### src/rtl/m68k_bus_pkg.sv
// Shared types and constants for the 68000 bus-cycle engine.
package m68k_bus_pkg;

    typedef enum logic [3:0] {
        IDLE  = 4'd0,
        ARMED = 4'd1,
        S0    = 4'd2,
        S1    = 4'd3,
        S2    = 4'd4,
        S3    = 4'd5,
        S4    = 4'd6,
        S5    = 4'd7,
        S6    = 4'd8,
        S7    = 4'd9
    } bus_state_e;

    localparam logic STROBE_OFF = 1'b1;
    localparam logic RW_READ    = 1'b1;

    localparam int         BE_UDS_BIT = 1;
    localparam int         BE_LDS_BIT = 0;
    localparam logic [1:0] BE_BOTH    = 2'b11;

    // An all-zero enable pattern still has to move a word, so it becomes both lanes.
    function automatic logic [1:0] be_norm(input logic [1:0] be);
        return (be == 2'b00) ? BE_BOTH : be;
    endfunction

endpackage

### src/rtl/m68k_bus_timeout.sv
// S4 wait-state watchdog: counts MC falling strobes spent waiting for DTACK.
// Only instantiated when BUS_TIMEOUT_EN is defined.
module m68k_bus_timeout #(
    parameter int TIMEOUT_CYCLES = 64,
    parameter int TIMEOUT_W      = 8
) (
    input  logic clk_i,
    input  logic rst_i,
    input  logic clr_i,
    input  logic en_i,
    output logic expired_o
);

    logic [TIMEOUT_W-1:0] cnt_q;

    always_ff @(negedge clk_i or posedge rst_i) begin
        if (rst_i)
            cnt_q <= '0;
        else if (clr_i)
            cnt_q <= '0;
        else if (en_i)
            cnt_q <= cnt_q + 1'b1;
    end

    // Fires on the strobe that brings the count up to the limit.
    assign expired_o = en_i && (cnt_q == TIMEOUT_W'(TIMEOUT_CYCLES - 1));

endmodule

### src/rtl/m68k_bus_cycle.sv
// One 68000 asynchronous bus cycle per request, stepping S0..S7 on MC clock strobes.
// Optional S4 watchdog abort is built when BUS_TIMEOUT_EN is defined.
module m68k_bus_cycle
    import m68k_bus_pkg::*;
#(
    parameter int TIMEOUT_CYCLES = 64,
    parameter int TIMEOUT_W      = 8
) (
    input  logic        SYSCLK,
    input  logic        RESET,
    input  logic        MCCLK_RISING,
    input  logic        MCCLK_FALLING,
    input  logic        DTACK_LATCH,
    input  logic        REQ,
    input  logic        REQ_RW,
    input  logic [22:0] REQ_ADDR,
    input  logic [1:0]  REQ_BE,
    input  logic [15:0] REQ_WDATA,
    input  logic [15:0] D_IN,
    output logic        BUSY,
    output logic        DONE,
    output logic        ERR,
    output logic [15:0] RDATA,
    output logic [22:0] A_OUT,
    output logic [15:0] D_OUT,
    output logic        D_OE,
    output logic        AS_N,
    output logic        UDS_N,
    output logic        LDS_N,
    output logic        RW_OUT
);

    if (2 ** TIMEOUT_W <= TIMEOUT_CYCLES) begin : g_width_check
        $error("TIMEOUT_W too narrow for TIMEOUT_CYCLES");
    end

    bus_state_e  state_q;
    logic        busy_q, done_q, err_q, aborted_q, dtack_seen_q;
    logic [15:0] rdata_q, dout_q, cap_wdata_q;
    logic [22:0] a_q, cap_addr_q;
    logic [1:0]  cap_be_q;
    logic        cap_rw_q, doe_q, as_q, uds_q, lds_q, rw_q;

    logic rise, fall, dtack_hit, dtack_arm, to_expired;

    // Simultaneous strobes are treated as a rising edge only.
    assign rise      = MCCLK_RISING;
    assign fall      = MCCLK_FALLING && !MCCLK_RISING;
    assign dtack_hit = dtack_seen_q || DTACK_LATCH;
    assign dtack_arm = DTACK_LATCH && (state_q inside {S2, S3, S4, S5, S6});

`ifdef BUS_TIMEOUT_EN
    logic to_clr, to_en;
    assign to_clr = (state_q == S3) && rise;
    assign to_en  = (state_q == S4) && fall && !dtack_hit;

    m68k_bus_timeout #(
        .TIMEOUT_CYCLES(TIMEOUT_CYCLES),
        .TIMEOUT_W     (TIMEOUT_W)
    ) u_timeout (
        .clk_i    (SYSCLK),
        .rst_i    (RESET),
        .clr_i    (to_clr),
        .en_i     (to_en),
        .expired_o(to_expired)
    );
`else
    assign to_expired = 1'b0;
`endif

    always_ff @(negedge SYSCLK or posedge RESET) begin
        if (RESET) begin
            state_q      <= IDLE;
            busy_q       <= 1'b0;
            done_q       <= 1'b0;
            err_q        <= 1'b0;
            aborted_q    <= 1'b0;
            dtack_seen_q <= 1'b0;
            rdata_q      <= '0;
            a_q          <= '0;
            dout_q       <= '0;
            doe_q        <= 1'b0;
            as_q         <= STROBE_OFF;
            uds_q        <= STROBE_OFF;
            lds_q        <= STROBE_OFF;
            rw_q         <= RW_READ;
            cap_rw_q     <= RW_READ;
            cap_addr_q   <= '0;
            cap_be_q     <= BE_BOTH;
            cap_wdata_q  <= '0;
        end else begin
            done_q <= 1'b0;
            err_q  <= 1'b0;
            if (dtack_arm)
                dtack_seen_q <= 1'b1;

            unique case (state_q)
                IDLE: if (REQ) begin
                    cap_rw_q    <= REQ_RW;
                    cap_addr_q  <= REQ_ADDR;
                    cap_be_q    <= be_norm(REQ_BE);
                    cap_wdata_q <= REQ_WDATA;
                    busy_q      <= 1'b1;
                    state_q     <= ARMED;
                end
                ARMED: if (rise) begin
                    a_q     <= cap_addr_q;
                    rw_q    <= cap_rw_q;
                    state_q <= S0;
                end
                S0: if (fall) state_q <= S1;
                S1: if (rise) begin
                    as_q <= 1'b0;
                    if (cap_rw_q) begin
                        uds_q <= ~cap_be_q[BE_UDS_BIT];
                        lds_q <= ~cap_be_q[BE_LDS_BIT];
                    end
                    state_q <= S2;
                end
                S2: if (fall) begin
                    if (!cap_rw_q) begin
                        dout_q <= cap_wdata_q;
                        doe_q  <= 1'b1;
                    end
                    state_q <= S3;
                end
                S3: if (rise) begin
                    if (!cap_rw_q) begin
                        uds_q <= ~cap_be_q[BE_UDS_BIT];
                        lds_q <= ~cap_be_q[BE_LDS_BIT];
                    end
                    state_q <= S4;
                end
                S4: begin
                    if (to_expired) begin
                        as_q      <= STROBE_OFF;
                        uds_q     <= STROBE_OFF;
                        lds_q     <= STROBE_OFF;
                        aborted_q <= 1'b1;
                        if (cap_rw_q)
                            rdata_q <= 16'hFFFF;
                        state_q <= S7;
                    end else if (fall && dtack_hit) begin
                        state_q <= S5;
                    end
                end
                S5: if (rise) state_q <= S6;
                S6: if (fall) begin
                    if (cap_rw_q)
                        rdata_q <= D_IN;
                    as_q    <= STROBE_OFF;
                    uds_q   <= STROBE_OFF;
                    lds_q   <= STROBE_OFF;
                    state_q <= S7;
                end
                S7: if (rise) begin
                    doe_q        <= 1'b0;
                    rw_q         <= RW_READ;
                    dtack_seen_q <= 1'b0;
                    busy_q       <= 1'b0;
                    done_q       <= 1'b1;
                    err_q        <= aborted_q;
                    aborted_q    <= 1'b0;
                    state_q      <= IDLE;
                end
                default: state_q <= IDLE;
            endcase
        end
    end

    assign BUSY   = busy_q;
    assign DONE   = done_q;
    assign ERR    = err_q;
    assign RDATA  = rdata_q;
    assign A_OUT  = a_q;
    assign D_OUT  = dout_q;
    assign D_OE   = doe_q;
    assign AS_N   = as_q;
    assign UDS_N  = uds_q;
    assign LDS_N  = lds_q;
    assign RW_OUT = rw_q;

endmodule

### config.mk
export PLATFORM = sky130hd
export DESIGN_NAME = m68k_bus_cycle
export DESIGN_NICKNAME = d
export VERILOG_FILES = /design/src/rtl/m68k_bus_pkg.sv /design/src/rtl/m68k_bus_timeout.sv /design/src/rtl/m68k_bus_cycle.sv
export SDC_FILE = /design/constraint.sdc
export NUM_CORES = 1
export LEC_CHECK = 0
export CORE_MARGIN = 2
export CORE_UTILIZATION = 45
export CTS_BUF_LIST = sky130_fd_sc_hd__clkbuf_2 sky130_fd_sc_hd__clkbuf_4 sky130_fd_sc_hd__clkbuf_8
export DETAILED_ROUTE_END_ITERATION = 10
export GPL_ROUTABILITY_DRIVEN = 0
export HOLD_SLACK_MARGIN = 0.02
export PLACE_DENSITY = 0.77
export SLEW_MARGIN = 10
export SYNTH_ARGS = -nofsm -noshare
export SYNTH_HDL_FRONTEND = slang
export SYNTH_SLANG_ARGS = --single-unit
### constraint.sdc
create_clock -name SYSCLK -period 3.91 [get_ports SYSCLK]
set_input_delay 0.782 -clock SYSCLK [delete_from_list [all_inputs] [get_ports SYSCLK]]
set_output_delay 0.782 -clock SYSCLK [all_outputs]
set_load 0.05 [all_outputs]
# Yosys cells after proc, flatten, opt, wreduce, memory -nomap -nowiden
# Index checks and enable logic that the tools add are counted.
# op_classes
n_eq_ne,22
n_mux,38
bitwise_logic,3
reduce_logical,23
# op_table
op,n
$mux W4,10
$pmux W4 S10,1
$ne A2 B2 Y1 const B,12
$mux W1,20
$eq A4 B3 Y1 const B,4
$reduce_and A3 Y1,5
$reduce_and A10 Y1,1
$eq A4 B2 Y1 const B,2
$eq A4 B4 Y1 const B,2
$pmux W1 S2,4
$reduce_bool A2 Y1,4
$pmux W1 S3,2
$reduce_and A6 Y1,1
$reduce_bool A5 Y1,1
$eq A4 B1 Y1 const B,1
$logic_not A4 Y1,1
$reduce_and A2 Y1,2
$reduce_and A4 Y1,1
$logic_and A1 B1 Y1,3
$not A1 Y1,3
$reduce_bool A3 Y1,1
$logic_not A2 Y1,1
$mux W2,1
$ne A2 B1 Y1 const B,1
other kinds (2),2
# word_totals
reg_bits,109
in_bits,64
out_inout_bits,63
elab_cells,102

# Depth between registers and ports, before layout
# depth
ltp_word,6
ltp_mapped,5
ltp_nobuf,3

==> metrics.yaml <==
routing:
  avgViaCountPerCell: 4.97
  wl_per_cell_um: 16.4
  first_pass_iters: 4
  ant_nets: 0
  wl_um: 9120
  drt_iter0_drc: 51
  num_vias: 2756
  drc_errors: 0
critical_path:
  end_kind: "register"
  arrival_ps: 2090
  cp_slowest_cell: "clkdlybuf4s50_1"
  cp.required_ps: 2140
  r2r_slack_ps: 1990
  crit_type: "in -> reg"
  r2r_cells: 4
  cpPeakStageDelay_ps: 510
  crit_fanout: 17
  start_kind: "input pin"
  path_cells: "clkdlybuf4s50_1 > and2b_4 > nand4_4 > buf_12 > mux2_2"
  r2r-end: "RDATA[8]$_DFFE_NP0P_"
  worstReg2RegStart: "state_q[3]$_DFFE_NP0P_"
timing:
  rsz0062_at_grt: "no"
  setup_viol: 0
  setup_tns_ps: 0
  slew_viol_final: 0
  hold_viol: 0
  fin_skew_ps: 63.8
worst_hold_path:
  hp-start: "cap_addr_q[15]$_DFFE_NP0P_"
  hold_path.class: "reg -> reg"
  hold_depth: 1
  min_to: "A_OUT[15]$_DFFE_NP0P_"
floorplanning:
  pin_count: 127
  die-area_um2: 10500
  die_y_um: 102
  core_area_um2: 9280
  rows: 35
  die_w_um: 102
  start_util_pct: 46.8
power:
  p_leak_nw: 3.02
  vdd_drop_max_mv: 0.441
  powerDensity_nw_per_um2: 856
synthesis:
  synth_cell_types: 34
  synth_top_cell_by_area: "dfrtn_1"
  synthArstFlopShare_pct: 100
  synth.top_cell.area_share_pct: 58.8
  ys_seq_area_share_pct: 63.0
  yosysWarnings: 0
  synth_fp_nets: 342
  synthesis.area_um2: 4340
  synthesis.instances: 278
  synthTopCellsByCount: "dfrtn_1 (102), mux2_2 (87), mux2_4 (10)"
  synth_most_common_cell: "dfrtn_1"
  avgSynthCellArea_um2: 15.6
  synth_area_leaders: "dfrtn_1 (59%), mux2_2 (23%), dfstp_2 (4.2%)"
  ys_ff_latch: 109
  synth_ff_type: "dfrtn_1"
  synth-edff-count: 0
cells_and_area:
  n_antenna_cell: 0
  seqCellArea_um2: 2740
  multi_input_area_um2: 1510
  drive_gt1_share_pct: 48.8
  layout.nets: 485
  stdcell_count: 555
  nFillCells: 623
  area_growth_syn_to_layout_pct: 55.4
place:
  numPortBuffers: 125
  dp_hpwl_um: 6730
  dp.cells: 531
clocking:
  cts_buffer_depth: 2
  htreeDepth: 3
  clk_pin_slew_ps: 70
  cts_root_buf: "clkbuf_8"
  numCtsBuffers: 9
  clk_latency_ps: 400
  cts_tree: "built"
  numClockSinks: 109
global_routing:
  grt_first_pass_wirelength_um: 14900
  grt_usage_pct: 18.6
  grt-ovfl-total: 0
  antenna_found_initial: 0
  grt_max_degree: 53
  grt_pass1_vias: 2943
outcome:
  status: "complete, no violations"
flow_run:
  drv_cap: 0
-- placed cells by master (no fill, tap or decap), drive strengths merged --
master / synthesis / layout
xor2: 1 / 1
dlygate4sd2: 0 / 1
nand3: 4 / 4
nand4: 1 / 1
clkinvlp: 0 / 2
or2: 1 / 1
buf: 12 / 75
nor3: 2 / 2
or3b: 2 / 2
nand2: 3 / 3
conb: 1 / 1
bufbuf: 0 / 1
o32a: 1 / 1
o21ai: 6 / 6
dfstp: 7 / 7
nor4: 1 / 1
nor2b: 2 / 2
clkdlybuf4s50: 0 / 62
nand3b: 2 / 2
mux2i: 2 / 2
o211a: 1 / 1
nand2b: 3 / 3
a21oi: 8 / 8
nor4b: 2 / 2
clkbuf: 1 / 11
a211oi: 1 / 1
mux2: 97 / 97
inv: 6 / 15
and2b: 1 / 1
nor3b: 2 / 2
dfrtn: 102 / 102
nor2: 6 / 6
-- logic make-up after synthesis --
group | after synthesis | share of synthesized area (%)
AO/OA/AOI/OAI | 17 | 2.36
other | 1 | 0.0863
multiplexers | 99 | 26.5
flip-flops | 109 | 63.0
AND/OR/NAND/NOR | 32 | 5.39
XOR/XNOR | 1 | 0.202
buffers and inverters | 19 | 2.51
-- per-layer routing --
layer	track usage [%]	share of wire, %
met5	0	0
met4	5.03	1.4
met3	5.34	6.2
met2	30.8	51
met1	24.1	42
-- worst max-delay path, delay by kind of cell --
family | cells | cell delay [ps]
buf+inv | 2 | 680
simple gates | 2 | 350
mux | 1 | 280
-- registers in the layout, indices dropped and copies added, names as in the netlist --
register      count
BUSY              1
D_OE              1
D_OUT            16
LDS_N             1
state_q           4
dtack_seen_q      1
AS_N              1
A_OUT            23
RDATA            16
cap_rw_q          1
cap_wdata_q      16
UDS_N             1
DONE              1
cap_addr_q       23
cap_be_q          2
RW_OUT            1
-- area by class of cell --
cell class	instances	area share, %
flip-flops and latches	109	40.5
repair buffers	139	31.0
multi-input cells	150	22.4
well taps	129	2.39
clock buffers	11	2.24
clock inverters	12	1.09
inverters	5	0.334
-- power by group --
group / switching (W) / total (W) / internal [W]
clock: 0.000402 / 0.000692 / 0.000290
sequential: 0.000453 / 0.00214 / 0.00169
combinational: 0.00136 / 0.00294 / 0.00158
-- stage by stage --
step	hold slack [ps]	util (%)	total power [W]	setup WS [ps]	instance area [um^2]
2_1_floorplan	434	-	0.00362	-35.4	4350
4_1_cts	441	72.7	0.00585	59.7	6750
6_report	440	72.7	0.00578	49.3	6750
3_3_place_gp	440	69.8	0.00502	-399	6480
5_1_grt	462	72.7	0.00606	26.4	6750
3_5_place_dp	450	69.8	0.00512	-447	6480
-- worst max path at each step --
stage,from,to,slack [ps]
floorplan,RESET,A_OUT[0]$_DFFE_NP0P_,-40
global placement,MCCLK_RISING,D_OUT[9]$_DFFE_NP0P_,-400
detailed placement,MCCLK_RISING,D_OUT[13]$_DFFE_NP0P_,-450
CTS,UDS_N$_DFFE_NP1P_,UDS_N,60
global route,UDS_N$_DFFE_NP1P_,UDS_N,30
finish,MCCLK_FALLING,D_OUT[13]$_DFFE_NP0P_,50
-- what timing repair did --
action | 4_1_cts | 5_1_grt
gates resized for setup | 5 | 0
hold buffers | 0 | 0
setup buffers | 1 | 0
endpoints found under the setup margin | 34 | 0
No activity file was read; power rests on OpenSTA's default activity.
